## config.mk

```make
export PLATFORM = sky130hd
export DESIGN_NAME = shot_sequencer
export DESIGN_NICKNAME = d
export VERILOG_FILES = /design/src/rtl/shot_sequencer.sv
export SDC_FILE = /design/constraint.sdc
export NUM_CORES = 1
export LEC_CHECK = 0
export ABC_AREA = 1
export CORE_ASPECT_RATIO = 0.5
export CORE_MARGIN = 4
export CORE_UTILIZATION = 49
export CTS_CLUSTER_DIAMETER = 50
export DETAILED_ROUTE_END_ITERATION = 16
export HOLD_SLACK_MARGIN = 0.05
export PLACE_DENSITY = 0.9
export SLEW_MARGIN = 20
export SYNTH_ARGS = -nofsm -noshare
export SYNTH_HDL_FRONTEND = slang
export SYNTH_SLANG_ARGS = --single-unit
```

## constraint.sdc

```tcl
create_clock -name clock -period 5.12 [get_ports clock]
set_clock_uncertainty 0.05 [all_clocks]
set_input_delay 0.512 -clock clock [delete_from_list [all_inputs] [get_ports clock]]
set_output_delay 0.512 -clock clock [all_outputs]
set_load 0.05 [all_outputs]
```

## src/rtl/shot_sequencer.sv

```systemverilog
`default_nettype none
// ============================================================================
// Module   : shot_sequencer
// Purpose  : Turns fire requests into scorer transactions. Coordinates and
//            big-bomb availability are checked locally. Each valid shot is
//            issued to the scorer for one cycle. Scorer results are latched,
//            and the shot and hit counters are kept up to date.
// Options  : SHOT_SEQUENCER_DUP_CHECK_EN - keep a 100-cell fired bitmap and
//            refuse small shots at a cell that has already been fired at.
// Revision : 1.0 - initial release
// ============================================================================
module shot_sequencer #(
  parameter int MAX_SHOTS          = 30,
  parameter int TOTAL_SHIP_SQUARES = 19
) (
  input  logic       clock,
  input  logic       reset,
  input  logic       start,
  input  logic       fire,
  input  logic [3:0] x_in,
  input  logic [3:0] y_in,
  input  logic       big_req,
  output logic [3:0] X,
  output logic [3:0] Y,
  output logic       big,
  output logic [1:0] bigLeft,
  output logic       scoreThis,
  input  logic       isHit,
  input  logic       isNearMiss,
  input  logic       isMiss,
  input  logic [4:0] biggestShip,
  input  logic [3:0] numHit,
  input  logic       somethingWrong,
  output logic       last_hit,
  output logic       last_near,
  output logic       last_miss,
  output logic [4:0] last_ship,
  output logic [5:0] shots_fired,
  output logic [4:0] hits_total,
  output logic       reject,
  output logic       game_over
);

  typedef enum logic [1:0] {
    S_IDLE  = 2'd0,
    S_ARMED = 2'd1,
    S_ISSUE = 2'd2,
    S_DONE  = 2'd3
  } state_t;

  state_t     state_q, state_d;
  logic [3:0] X_q, X_d, Y_q, Y_d;
  logic       big_q, big_d;
  logic [1:0] bigLeft_q, bigLeft_d;
  logic       reject_q, reject_d;
  logic       last_hit_q, last_hit_d;
  logic       last_near_q, last_near_d;
  logic       last_miss_q, last_miss_d;
  logic [4:0] last_ship_q, last_ship_d;
  logic [5:0] shots_q, shots_d;
  logic [4:0] hits_q, hits_d;

  // Local legality of the requested shot
  logic       w_coord_ok;
  logic       w_no_big;
  logic       w_dup;
  logic       w_bad;
  // Saturating hit accumulation for the shot under issue
  logic [5:0] w_hits_sum;
  logic [4:0] w_hits_sat;
  logic [5:0] w_shots_inc;

  assign w_coord_ok = (x_in >= 4'd1) && (x_in <= 4'd10) &&
                      (y_in >= 4'd1) && (y_in <= 4'd10);
  assign w_no_big   = big_req && (bigLeft_q == 2'd0);

`ifdef SHOT_SEQUENCER_DUP_CHECK_EN
  // Cell (x,y) lives at bit (y-1)*10 + (x-1)
  logic [99:0] fired_q, fired_d;
  logic [6:0]  w_cell_idx;
  logic [4:0]  cx, cy;
  logic [4:0]  w_x5, w_y5;
  logic        dx_ok, dy_ok;

  assign w_cell_idx = (({3'b000, y_in} - 7'd1) * 7'd10) + {3'b000, x_in} - 7'd1;
  // Only small shots are refused on a repeat; big bombs may overlap.
  assign w_dup      = w_coord_ok && !big_req && fired_q[w_cell_idx];
  assign w_x5       = {1'b0, X_q};
  assign w_y5       = {1'b0, Y_q};

  // Fired bitmap: cleared on a new game, marked by each accepted shot
  always_comb begin
    fired_d = fired_q;
    cx      = 5'd0;
    cy      = 5'd0;
    dx_ok   = 1'b0;
    dy_ok   = 1'b0;
    if ((state_q == S_IDLE || state_q == S_DONE) && start) begin
      fired_d = '0;
    end else if (state_q == S_ISSUE && !somethingWrong) begin
      for (int i = 0; i < 100; i++) begin
        cx    = 5'(i % 10 + 1);
        cy    = 5'(i / 10 + 1);
        dx_ok = big_q ? ((cx + 5'd1 >= w_x5) && (cx <= w_x5 + 5'd1)) : (cx == w_x5);
        dy_ok = big_q ? ((cy + 5'd1 >= w_y5) && (cy <= w_y5 + 5'd1)) : (cy == w_y5);
        if (dx_ok && dy_ok) begin
          fired_d[i[6:0]] = 1'b1;
        end
      end
    end
  end

  // Bitmap register
  always_ff @(posedge clock) begin
    if (reset) begin
      fired_q <= '0;
    end else begin
      fired_q <= fired_d;
    end
  end
`else
  assign w_dup = 1'b0;
`endif

  assign w_bad       = !w_coord_ok || w_no_big || w_dup;
  assign w_hits_sum  = {1'b0, hits_q} + {2'b00, numHit};
  assign w_hits_sat  = (w_hits_sum >= 6'(TOTAL_SHIP_SQUARES)) ?
                       5'(TOTAL_SHIP_SQUARES) : w_hits_sum[4:0];
  assign w_shots_inc = shots_q + 6'd1;

  // Next-state and datapath updates for the game sequencer
  always_comb begin
    state_d     = state_q;
    X_d         = X_q;
    Y_d         = Y_q;
    big_d       = big_q;
    bigLeft_d   = bigLeft_q;
    reject_d    = 1'b0;
    last_hit_d  = last_hit_q;
    last_near_d = last_near_q;
    last_miss_d = last_miss_q;
    last_ship_d = last_ship_q;
    shots_d     = shots_q;
    hits_d      = hits_q;
    case (state_q)
      S_IDLE, S_DONE: begin
        // start outranks a coincident fire, which is simply dropped
        if (start) begin
          bigLeft_d   = 2'd2;
          last_hit_d  = 1'b0;
          last_near_d = 1'b0;
          last_miss_d = 1'b0;
          last_ship_d = 5'd0;
          shots_d     = 6'd0;
          hits_d      = 5'd0;
          state_d     = S_ARMED;
        end
      end
      S_ARMED: begin
        if (fire) begin
          if (w_bad) begin
            reject_d = 1'b1;
          end else begin
            X_d     = x_in;
            Y_d     = y_in;
            big_d   = big_req;
            state_d = S_ISSUE;
          end
        end
      end
      S_ISSUE: begin
        if (somethingWrong) begin
          reject_d = 1'b1;
          state_d  = S_ARMED;
        end else begin
          last_hit_d  = isHit;
          last_near_d = isNearMiss;
          last_miss_d = isMiss;
          last_ship_d = biggestShip;
          shots_d     = w_shots_inc;
          hits_d      = w_hits_sat;
          if (big_q && bigLeft_q != 2'd0) begin
            bigLeft_d = bigLeft_q - 2'd1;
          end
          if (w_hits_sat == 5'(TOTAL_SHIP_SQUARES) || w_shots_inc == 6'(MAX_SHOTS)) begin
            state_d = S_DONE;
          end else begin
            state_d = S_ARMED;
          end
        end
      end
      default: state_d = S_IDLE;
    endcase
  end

  // State and datapath registers
  always_ff @(posedge clock) begin
    if (reset) begin
      state_q     <= S_IDLE;
      X_q         <= 4'd0;
      Y_q         <= 4'd0;
      big_q       <= 1'b0;
      bigLeft_q   <= 2'd0;
      reject_q    <= 1'b0;
      last_hit_q  <= 1'b0;
      last_near_q <= 1'b0;
      last_miss_q <= 1'b0;
      last_ship_q <= 5'd0;
      shots_q     <= 6'd0;
      hits_q      <= 5'd0;
    end else begin
      state_q     <= state_d;
      X_q         <= X_d;
      Y_q         <= Y_d;
      big_q       <= big_d;
      bigLeft_q   <= bigLeft_d;
      reject_q    <= reject_d;
      last_hit_q  <= last_hit_d;
      last_near_q <= last_near_d;
      last_miss_q <= last_miss_d;
      last_ship_q <= last_ship_d;
      shots_q     <= shots_d;
      hits_q      <= hits_d;
    end
  end

  assign X           = X_q;
  assign Y           = Y_q;
  assign big         = big_q;
  assign bigLeft     = bigLeft_q;
  assign scoreThis   = (state_q == S_ISSUE);
  assign last_hit    = last_hit_q;
  assign last_near   = last_near_q;
  assign last_miss   = last_miss_q;
  assign last_ship   = last_ship_q;
  assign shots_fired = shots_q;
  assign hits_total  = hits_q;
  assign reject      = reject_q;
  assign game_over   = (state_q == S_DONE);

endmodule
`default_nettype wire

```

==> results.md, run 1 <==
- Total track usage: 18.67%
- Reg-to-reg startpoint: state_q[1]
- WP data required: 4.56 ns
- Yosys warnings: 0
- H-tree Lvls: 2
- Status: finished, final reports clean
- Rows: 14
- HP Class: reg -> reg
- Sink Count: 33
- Pre-Repair DR Iteration Count: 4
- CP cell instances: ha_1, clkdlybuf4s50_1
- Final setup fails: 0
- Highest-delay cell along the critical path: clkdlybuf4s50_1
- LEAKAGE: 0.9600 nW
- Hold wc startpoint: X[1]
- CP peak stage delay: 0.91 ns
- Layout cells sized above 1: 7.285%
- Post-route ant nets: 0
- Critical Path End Type: output pin
- Ys flop type: dfxtp_1
- Synth cell types: 28
- Nets: 338
- Routed WL: 4299 um
- Worst EP arrival: 2.13 ns
- Slew margin rel.: 58.40%
- Max Clk Rate: 371.2 MHz
- TritonCTS clock tree: yes
- CTS Buffer Depth: 2
- Post-synth EDFFs: 0
- Top post-synthesis cells by area: dfxtp_1 38%, nand2_1 16%, a21oi_1 9.5%
- Via-per-instance ratio: 5.006
- Gpl congestion: 0.8449
- Worst Path Class, Setup: reg -> out
- Core Box Area: 0.003188 mm2
- Cells after Synth: 243
- Finished Core Util: 76.96%
- Syn Area/Cell: 7.131 um2
- Area delta synth->final: 41.59%
- First-pass GRT wire length: 7044 um
- Worst path bufs/invs: 1
- Post-DP HPWL: 3141 um
- CTS Hold Bufs: 0
- Cell Area, Synth: 0.001733 mm2
- Vias in the first global route: 1,638
- Yosys top cell by area: dfxtp_1
- Initial antenna violation count: 0
- Chip height: 50.05 um
- CP Launch Type: flop
- Worst-Skew Late Latency: 0.28 ns
- Crit path launch: state_q[1]
- # DRC: 0
- Max IR drop VDD: 210.6 uV
- Grt ovf: 0
- Horiz. Die Dim: 92.10 um
- Clock-pin slew on the worst setup and hold paths: 0.07 ns
- CTS Buf Count: 5
- Starting Density: 54.36%
- #FFs+latches synth: 33
- Cell family with most CP delay: buffers and inverters
- Post-CTS Setup Repair Bufs: 0
- Wire length per cell: 12.28 um
- Max Cap Viol: 0
- Via count: 1,752
- Total negative setup slack: 0 ns
- Die area: 0.004610 mm2
- CP max FO: 15
- Final Hold Viols: 0
- DRC violation total after the first TritonRoute iteration: 84
- Min cycle time layout: 2.694 ns
- Clk root buf: clkbuf_8
- Net count after synthesis: 280
- Largest net degree at the start of global routing: 34
- Ys async rst share: 0%
- Final Max Slew Viols: 0
- Cts repair resizes: 0
- RSZ-0062 raised after global routing: no
- Most common cell in the netlist: nand2_1
- Top-area cell type share of the netlist area: 38.12%
- Sequential share of the synthesized area: 38.12%
- Antenna diodes: 0
- Worst slew pin tran: 0.6241 ns
- Synth top cells by count: 74 x nand2_1, 33 x a21oi_1, 33 x dfxtp_1
- IO Pins: 59
- Final Cycle Share: 52.61%
- Power per cell area: 281.5 mW/mm2
- I/O Buffers: 58
## state kept, by name, summed over array words and instances (netlist names)
register	flops
shots_fired	6
hits_total	5
last_ship	5
X	4
Y	4
bigLeft	2
state_q	2
big	1
last_hit	1
last_miss	1
last_near	1
reject	1
## cell usage in the layout, fill, tap and decap left out, drive strengths merged
master	n
ha	10
xor2	3
a21oi	33
a211oi	4
nand2	76
inv	25
o21ai	6
dfxtp	33
clkbuf	7
nand3	24
nor3	1
buf	1
o211ai	1
or2	2
nand4	1
nor2	16
clkdlybuf4s50	57
fa	1
bufinv	1
## path summary, 6_finish.rpt
kind / endpoint / slack [ns] / depth (start not counted)
min reg2reg: X[1] / 0.41 / 2
min: X[1] / 0.41 / 2
max: scoreThis / 2.43 / 2
max reg2reg: bigLeft[0] / 2.98 / 10
## per-layer routing
layer | global-route usage [%] | vias up | wire length [um]
met4 | 4.187 | 0 | 0
met5 | 0 | - | 0
met3 | 5.623 | 0 | 206
met1 | 20.67 | 811 | 1839
li1 | - | 900 | -
met2 | 35.39 | 41 | 2253
## cells by family (layout without fill, tap and decap cells)
| logic type | after synthesis | count (layout) | share of synthesized area (%) |
|---|---|---|---|
| buffers and inverters | 32 | 91 | 7.509 |
| adder cells (fa/ha/maj) | 11 | 11 | 8.375 |
| AO/OA/AOI/OAI | 44 | 44 | 14.22 |
| AND/OR/NAND/NOR | 120 | 120 | 30.25 |
| XOR/XNOR | 3 | 3 | 1.517 |
| flip-flops | 33 | 33 | 38.12 |
## through the flow
step | total power, mW | worst slack, ns | cell area, um2 | std cells | hold WS [ns]
CTS | 0.6969 | 2.396 | 2454 | 350 | 0.4167
finish | 0.6906 | 2.426 | 2454 | 350 | 0.4129
floorplan | 0.3904 | 3.019 | 1733 | 243 | 0.4230
detailed placement | 0.4426 | 2.547 | 2337 | 342 | 0.4068
global placement | 0.4390 | 2.635 | 2342 | 342 | 0.4026
global route | 0.7259 | 2.324 | 2454 | 350 | 0.4449
## area by class of cell
class                      instances  area, um2
inverter                          25      98.84
clock inverter                     1      30.03
tap                               48      60.06
fill                             256      734.5
sequential                        33      660.6
timing repair buffer              58      575.6
multi-input combinational        178      942.2
clock buffer                       7      86.33
## where the power goes
group | switching, mW | internal, mW | total (mW)
registers | 0.00649 | 0.266 | 0.273
logic | 0.105 | 0.0586 | 0.164
clock network | 0.0952 | 0.159 | 0.254
total | 0.207 | 0.484 | 0.691
## worst reg2reg max path, cell delays in order (launching register included)
cell and delay [ns]:
dfxtp_1 0.40, ha_1 0.54, inv_1 0.11, nor2_2 0.14, inv_2 0.07, o21ai_2 0.08, nand2_4 0.19, inv_6 0.15
nand2_4 0.07, a21oi_1 0.17, a211oi_2 0.05
Power figures use the tool's default switching activity.
==> run 2: changes to the inputs <==
--- a/config.mk
+++ b/config.mk
@@ -8,11 +8,11 @@
 export ABC_AREA = 1
 export CORE_ASPECT_RATIO = 0.5
 export CORE_MARGIN = 4
-export CORE_UTILIZATION = 49
+export CORE_UTILIZATION = 45
 export CTS_CLUSTER_DIAMETER = 50
 export DETAILED_ROUTE_END_ITERATION = 16
 export HOLD_SLACK_MARGIN = 0.05
-export PLACE_DENSITY = 0.9
+export PLACE_DENSITY = 0.84
 export SLEW_MARGIN = 20
 export SYNTH_ARGS = -nofsm -noshare
 export SYNTH_HDL_FRONTEND = slang
==> constraint.sdc (replaced) <==
create_clock -name clock -period 2.65 [get_ports clock]
set_clock_uncertainty 0.05 [all_clocks]
set_input_delay 0.265 -clock clock [delete_from_list [all_inputs] [get_ports clock]]
set_output_delay 0.265 -clock clock [all_outputs]
set_load 0.05 [all_outputs]
==> run 2 against run 1 <==
Compared with the run above: sequential share of layout area fell by 0.26 points; worst setup slack got worse by 1.8 ns; total power rose by 93%; largest power group unchanged; register-to-register slack got worse by 2.3 ns.
==> results.md, run 2 (synthesized netlist as in run 1, its figures left out) <==
- Worst-Skew Late Latency: 0.28 ns
- Final Max Slew Viols: 0
- Core Box Area: 0.003566 mm2
- RSZ-0062 raised after global routing: no
- Final Instance Area: 0.002477 mm2
- Number of flip-flops in the largest register: 6
- Nets: 340
- Placed Area: 0.002361 mm2
- Gpl congestion: 0.8882
- Chip height: 51.88 um
- Max IR drop VDD: 326.5 uV
- Total track usage: 18.40%
- Via-per-instance ratio: 4.887
- Max Cap Viol: 0
- Final Hold Viols: 0
- Antenna diodes: 0
- Worst slew pin tran: 0.5262 ns
- Worst Path Class, Setup: reg -> out
- LEAKAGE: 0.9702 nW
- Commonest non-fill, non-tap cell in the layout: nand2_1
- IO Pins: 59
- Status: finished, final reports clean
- Horiz. Die Dim: 95.76 um
- Final Worst Setup Slack: 0.5890 ns
- Initial antenna violation count: 0
- Total negative setup slack: 0 ns
- Rows: 15
- Layout cells sized above 1: 7.566%
- HP Class: reg -> reg
- TritonCTS clock tree: yes
- H-tree Lvls: 2
- Sink Count: 33
- Vias in the first global route: 1,651
- Power per cell area: 537.5 mW/mm2
- Area delta synth->final: 42.96%
- Grt ovf: 0
- Routed WL: 4346 um
- Die area: 0.004968 mm2
- CTS Hold Bufs: 0
- I/O Buffers: 58
- Clk root buf: clkbuf_8
- Post-DP HPWL: 3221 um
- Wire length per cell: 12.24 um
- Commonest cells after routing, fill and taps aside: 74 x nand2_1, 58 x clkdlybuf4s50_1, 33 x dfxtp_1, 33 x a21oi_1, 23 x nand3_1
- First-pass GRT wire length: 7107 um
- Starting Density: 48.60%
- Final setup fails: 0
- WP data required: 2.34 ns
- Post-route ant nets: 0
- CTS Buffer Depth: 2
- Final Cycle Share: 77.77%
- CP max FO: 4
- Pre-CTS setup slack: 0.3816 ns
- Critical Path End Type: output pin
- Via count: 1,735
- Min cycle time layout: 2.061 ns
- Max Clk Rate: 485.2 MHz
- Pre-Repair DR Iteration Count: 4
- Worst EP arrival: 1.75 ns
- Cts repair resizes: 0
- # DRC: 0
- Largest net degree at the start of global routing: 34
- CTS Buf Count: 5
- DRC violation total after the first TritonRoute iteration: 55
- CP Launch Type: flop
- Post-CTS Setup Repair Bufs: 0
- Clock-pin slew on the worst setup and hold paths: 0.07 ns
- Slew margin rel.: 64.81%
==> run 2: worst max-delay path: stages, from the launching register on <==
cell	delay [ns]
dfxtp_1	0.39
ha_1	0.25
clkdlybuf4s50_1	0.83
==> run 2: final timing paths <==
check / start / to / slack (ns) / cells past startpoint
max: state_q[1] / scoreThis / 0.59 / 2
max reg2reg: hits_total[0] / hits_total[3] / 0.73 / 10
min reg2reg: X[0] / X[0] / 0.41 / 2
min: X[0] / X[0] / 0.41 / 2
==> run 2: report_power, final <==
group	internal, mW	total, mW	switching, mW	leakage (nW)
combinational	0.116	0.321	0.206	0.645
sequential	0.514	0.526	0.0120	0.267
clock	0.307	0.484	0.177	0.0585
==> run 2: per-layer routing <==
layer / vias up / part of all wire, % / global-route usage (%)
li1: 903 / - / -
met1: 799 / 43 / 19.96
met2: 29 / 53 / 35.33
met3: 4 / 3.7 / 4.769
met4: 0 / 0.69 / 5.425
met5: - / 0 / 0
==> run 2: through the flow <==
step | total power, mW | hold WS (ns) | cells | utilization [%]
6_report | 1.332 | 0.4144 | 355 | 69.47
3_5_place_dp | 0.8601 | 0.4058 | 347 | 66.21
2_1_floorplan | 0.7542 | 0.3596 | 243 | -
5_1_grt | 1.403 | 0.4302 | 355 | 69.47
4_1_cts | 1.345 | 0.4165 | 355 | 69.47
3_3_place_gp | 0.8512 | 0.4020 | 347 | 66.21
==> run 2: layout make-up <==
type | count | area (um2)
Clock buffer | 7 | 86.33
Timing Repair Buffer | 60 | 595.6
Sequential cell | 33 | 660.6
Tap cell | 51 | 63.81
Fill cell | 290 | 1089
Inverter | 25 | 98.84
Clock inverter | 1 | 30.03
Multi-Input combinational cell | 178 | 942.2
==> run 3: changes to the inputs <==
==> constraint.sdc (replaced) <==
create_clock -name clock -period 2.1 [get_ports clock]
set_clock_uncertainty 0.05 [all_clocks]
set_input_delay 0.21 -clock clock [delete_from_list [all_inputs] [get_ports clock]]
set_output_delay 0.21 -clock clock [all_outputs]
set_load 0.05 [all_outputs]
==> run 3 against run 2 <==
Compared with the run above: sequential power grew 26%; core utilization shrank 0.14 points; hold slack gained 0.0022 ns; first-iteration DRC count grew 69%; total power grew 15%; combinational power grew 27%; register-to-register slack lost 0.53 ns; flip-flop and latch count is the same; final area shrank 0.20%; clock power shrank 4.5%; critical path depth grew 9; die area is the same; largest power group unchanged.
==> results.md, run 3 (synthesized netlist as in run 1, its figures left out) <==
- Antenna diodes: 0
- M2 GR Usage: 33.60%
- Final Instance Area: 0.002472 mm2
- Number of flip-flops in the largest register: 6
- Max Clk Rate: 516.0 MHz
- Final Instance Count excl. Fillers: 357
- Max Cap Viol: 0
- IO Pins: 59
- Status: finished, final reports clean
- Seq pwr share: 43.3%
- Slew margin rel.: 64.62%
- R2r endpoint: hits_total[3]
- Rows: 15
- Min Hold Slack: 0.4166 ns
- Placed Area: 0.002387 mm2
- Commonest cells after routing, fill and taps aside: 74 x nand2_1, 57 x clkdlybuf4s50_1, 33 x a21oi_1
- Reg-to-reg startpoint: hits_total[0]
- Sink Count: 33
- M3 GR Usage: 6.069%
- WP data required: 2.26 ns
- TritonCTS clock tree: yes
- Net switching power figure: 505.8 uW
- CTS Buf Count: 5
- Grt ovf: 0
- Total track usage: 19.07%
- I/O Buffers: 58
- HP Class: reg -> reg
- Clk root buf: clkbuf_8
- Final Worst Setup Slack: 0.1619 ns
- Switching share of power: 32.96%
- Worst EP arrival: 2.10 ns
- Pre-Repair DR Iteration Count: 4
- Clock-pin slew on the worst setup and hold paths: 0.07 ns
- R2r worst-path depth: 10
- CTS Hold Bufs: 0
- H-tree Lvls: 2
- Worst-Skew Late Latency: 0.28 ns
- Starting Density: 48.60%
- CTS Buffer Depth: 2
- Post-CTS Setup Repair Bufs: 0
- Routed WL: 4361 um
- Hold path depth: 2
- Wire length per cell: 12.22 um
- Initial antenna violation count: 0
- Via-per-instance ratio: 4.992
- Min cycle time layout: 1.938 ns
- Commonest non-fill, non-tap cell in the layout: nand2_1
- Critical Path End Type: flop
- Core Box Area: 0.003566 mm2
- Grt peak-use layer: met2
- Reg2Reg Setup Slack: 0.20 ns
- Final Hold Viols: 0
- Post-DP HPWL: 3261 um
- Hold wc startpoint: last_ship[3]
- Pre-CTS setup slack: -0.1389 ns
- Final Max Slew Viols: 0
- Via count: 1,782
- Met1 usage in global routing: 21.95%
- Nets: 342
- Horiz. Die Dim: 95.76 um
- Layout cells sized above 1: 9.150%
- Max IR drop VDD: 340.2 uV
- Clock power frac: 30.1%
- # DRC: 0
- Min-Delay Endpoint: last_ship[3]
- Placed cells: 349
- Post-route ant nets: 0
- Power per cell area: 620.8 mW/mm2
- Total design power: 1.535 mW
- Gpl congestion: 0.8512
- RSZ-0062 raised after global routing: no
- Combinational share of power: 26.6%
- Worst Path Class, Setup: in -> reg
- Chip height: 51.88 um
- CP max FO: 3
- Internal power: 1.029 mW
- CP Launch Type: input pin
- Area delta synth->final: 42.67%
- Final Cycle Share: 92.29%
- First-pass GRT wire length: 7300 um
- LEAKAGE: 0.9712 nW
- Vias in the first global route: 1,693
- Worst slew pin tran: 0.5291 ns
- Largest net degree at the start of global routing: 34
- DRC violation total after the first TritonRoute iteration: 93
- Die area: 0.004968 mm2
- Cts repair resizes: 0
- Final setup fails: 0
run 3: area by class of cell:
cell class / count / area, um2
Clock buffer: 6 / 72.57
Multi-Input combinational cell: 178 / 944.7
Timing Repair Buffer: 62 / 620.6
Clock inverter: 2 / 10.01
Fill cell: 300 / 1094
Tap cell: 51 / 63.81
Inverter: 25 / 98.84
Sequential cell: 33 / 661.9
run 3: how the worst max path moves through the flow:
stage / start / to / slack [ns] / cells after the start
2_1_floorplan: hits_total[1] / hits_total[3] / 0.16 / 10
3_3_place_gp: numHit[0] / hits_total[3] / -0.04 / 11
3_5_place_dp: numHit[0] / hits_total[3] / -0.14 / 11
4_1_cts: numHit[0] / hits_total[3] / 0.16 / 11
5_1_grt: numHit[0] / hits_total[3] / 0.0004 / 11
6_report: numHit[0] / hits_total[3] / 0.16 / 11
run 3: routing by layer:
metal,up-vias,part of all wire [%]
met1,822,43
met2,42,51
met5,-,0
li1,910,-
met4,0,1.1
met3,8,4.9
run 3: power by group through the flow:
stage | Clock [mW] | Combinational, mW | Sequential, mW
after floorplan | 0 | 0.211 | 0.741
after global placement | 0 | 0.401 | 0.677
after detailed placement | 0 | 0.408 | 0.679
after CTS | 0.473 | 0.409 | 0.665
after global routing | 0.509 | 0.449 | 0.668
final | 0.462 | 0.408 | 0.665
run 3: stage by stage:
stage | util (%) | setup TNS, ns
after global routing | 69.33 | 0
after CTS | 69.26 | 0
final | 69.33 | 0
after floorplan | - | 0
after detailed placement | 66.95 | -0.3937
after global placement | 66.95 | -0.1037
run 3: critical path, stage by stage:
cell	delay, ns
clkdlybuf4s50_1	0.40
ha_1	0.24
fa_1	0.42
xor2_1	0.19
nor2_1	0.10
nand2_1	0.06
nand2_1	0.07
nand2_1	0.09
nor2_2	0.11
nand3_1	0.08
a21oi_1	0.12
==> patch (config.mk and constraints of run 3) <==
Encoding of `state_t`: now one-hot (4 bits for 4 states).
--- a/src/rtl/shot_sequencer.sv
+++ b/src/rtl/shot_sequencer.sv
@@ -41,11 +41,11 @@
   output logic       game_over
 );
 
-  typedef enum logic [1:0] {
-    S_IDLE  = 2'd0,
-    S_ARMED = 2'd1,
-    S_ISSUE = 2'd2,
-    S_DONE  = 2'd3
+  typedef enum logic [3:0] {
+    S_IDLE  = 4'b0001,
+    S_ARMED = 4'b0010,
+    S_ISSUE = 4'b0100,
+    S_DONE  = 4'b1000
   } state_t;
 
   state_t     state_q, state_d;
Function: no difference found for any inputs over 10 cycles, from zero or initial values and one cycle with reset high; not proved beyond that.
==> patch against run 3 <==
Routed wire length rose by 8.6%. Area after synthesis rose by 7.1%. Design area rose by 4.1%. Sequential cell count rose by 2. Power rose by 3.8%. Final cell count rose by 5.6%. Setup slack got worse by 0.035 ns. Critical endpoint is now game_over.
==> patch: results (changes against run 3) <==
| Metric | Value |
|---|---|
| Worst-path maximum fanout | 4 (was 3) |
| Share of cells above drive strength 1 | 13.3% (was 9.15%) |
| Worst Hold Launch | Y[0] (was last_ship[3]) |
| Post-DR vias/cell | 5.03 (was 4.99) |
| HPWL after detailed placement | 3.50 mm (was 3.26 mm) |
| Slew at the pin closest to its max-slew limit | 0.518 ns (was 0.529 ns) |
| Metal-1 WL | 2.08 mm (was 1.86 mm) |
| Detail Route met3 WL | 221 um (was 213 um) |
| Number of violations reported at the end of detailed-routing iteration 0 | 60 (was 93) |
| Met2 Wirelength | 2.39 mm (was 2.24 mm) |
| LEAKAGE | 1.02 nW (was 0.971 nW) |
| Final Cell Area | 2570 um2 (was 2470 um2) |
| Start point of the critical path | state_q[0] (was numHit[0]) |
| Average instance area after synthesis | 7.17 um2 (was 7.13 um2) |
| Share of power burned in combinational logic | 26.0% (was 26.6%) |
| Clock buf/inv share | 3.16% (was 3.34%) |
| Fraction of met3 tracks used by global routing | 3.55% (was 6.07%) |
| Fillers | 334 (was 300) |
| Post-synthesis net count | 293 (was 280) |
| Internal reg-to-reg setup slack | 0.24 ns (was 0.20 ns) |
| Maximum vdd drop | 0.319 mV (was 0.340 mV) |
| Total routing resource utilization after global routing | 17.8% (was 19.1%) |
| Nonclk inv count | 31 (was 25) |
| Global placement routability congestion | 0.812 (was 0.851) |
| Relative area of non-clock buffer cells in the final design | 23.9% (was 25.1%) |
| DR vias | 1,896 (was 1,782) |
| Worst setup slack after placement | -0.0755 ns (was -0.139 ns) |
| Non-CTS buffers | 63 (was 62) |
| Total number of multi-input combinational cells | 186 (was 178) |
| CLK BUF | 7 (was 6) |
| Synth top area cells | sky130_fd_sc_hd__dfxtp_1, sky130_fd_sc_hd__nand2_1, sky130_fd_sc_hd__nand3_1 (was sky130_fd_sc_hd__dfxtp_1, sky130_fd_sc_hd__nand2_1, sky130_fd_sc_hd__a21oi_1) |
| Worst Hold Margin | 0.411 ns (was 0.417 ns) |
| Routed length per instance | 12.6 um (was 12.2 um) |
| Commonest cells post-synth | sky130_fd_sc_hd__nand2_1, sky130_fd_sc_hd__dfxtp_1, sky130_fd_sc_hd__inv_1 (was sky130_fd_sc_hd__nand2_1, sky130_fd_sc_hd__a21oi_1, sky130_fd_sc_hd__dfxtp_1) |
| Status | completed (unchanged) |
| Combinational power | 0.000414 W (was 0.000408 W) |
| Vias in the first global route | 1,736 (was 1,693) |
-- patch: critical path: stages, from the launching register on --
cell                              delay [ns]
sky130_fd_sc_hd__dfxtp_1                0.35
sky130_fd_sc_hd__nor2_2                 0.11
sky130_fd_sc_hd__nand3_1                0.11
sky130_fd_sc_hd__inv_1                  0.06
sky130_fd_sc_hd__clkdlybuf4s50_1        0.79
-- patch: cells by family (layout without fill, tap and decap cells) --
family / count (synthesis) / after routing / share of synthesized area [%]
xor gates and xnor gates: 1 / 1 / 0.472
DFF: 35 / 35 / 37.7
AOI/OAI and AO/OA: 43 / 43 / 14.1
and+or+nand+nor: 134 / 134 / 33.0
adders and majority gates: 8 / 8 / 5.79
buffers and inverters: 38 / 102 / 8.96
-- patch: worst paths after layout --
kind,cells after the start,end
max,4,game_over
min reg2reg,2,Y[0]
min,2,Y[0]
max reg2reg,10,state_q[1]
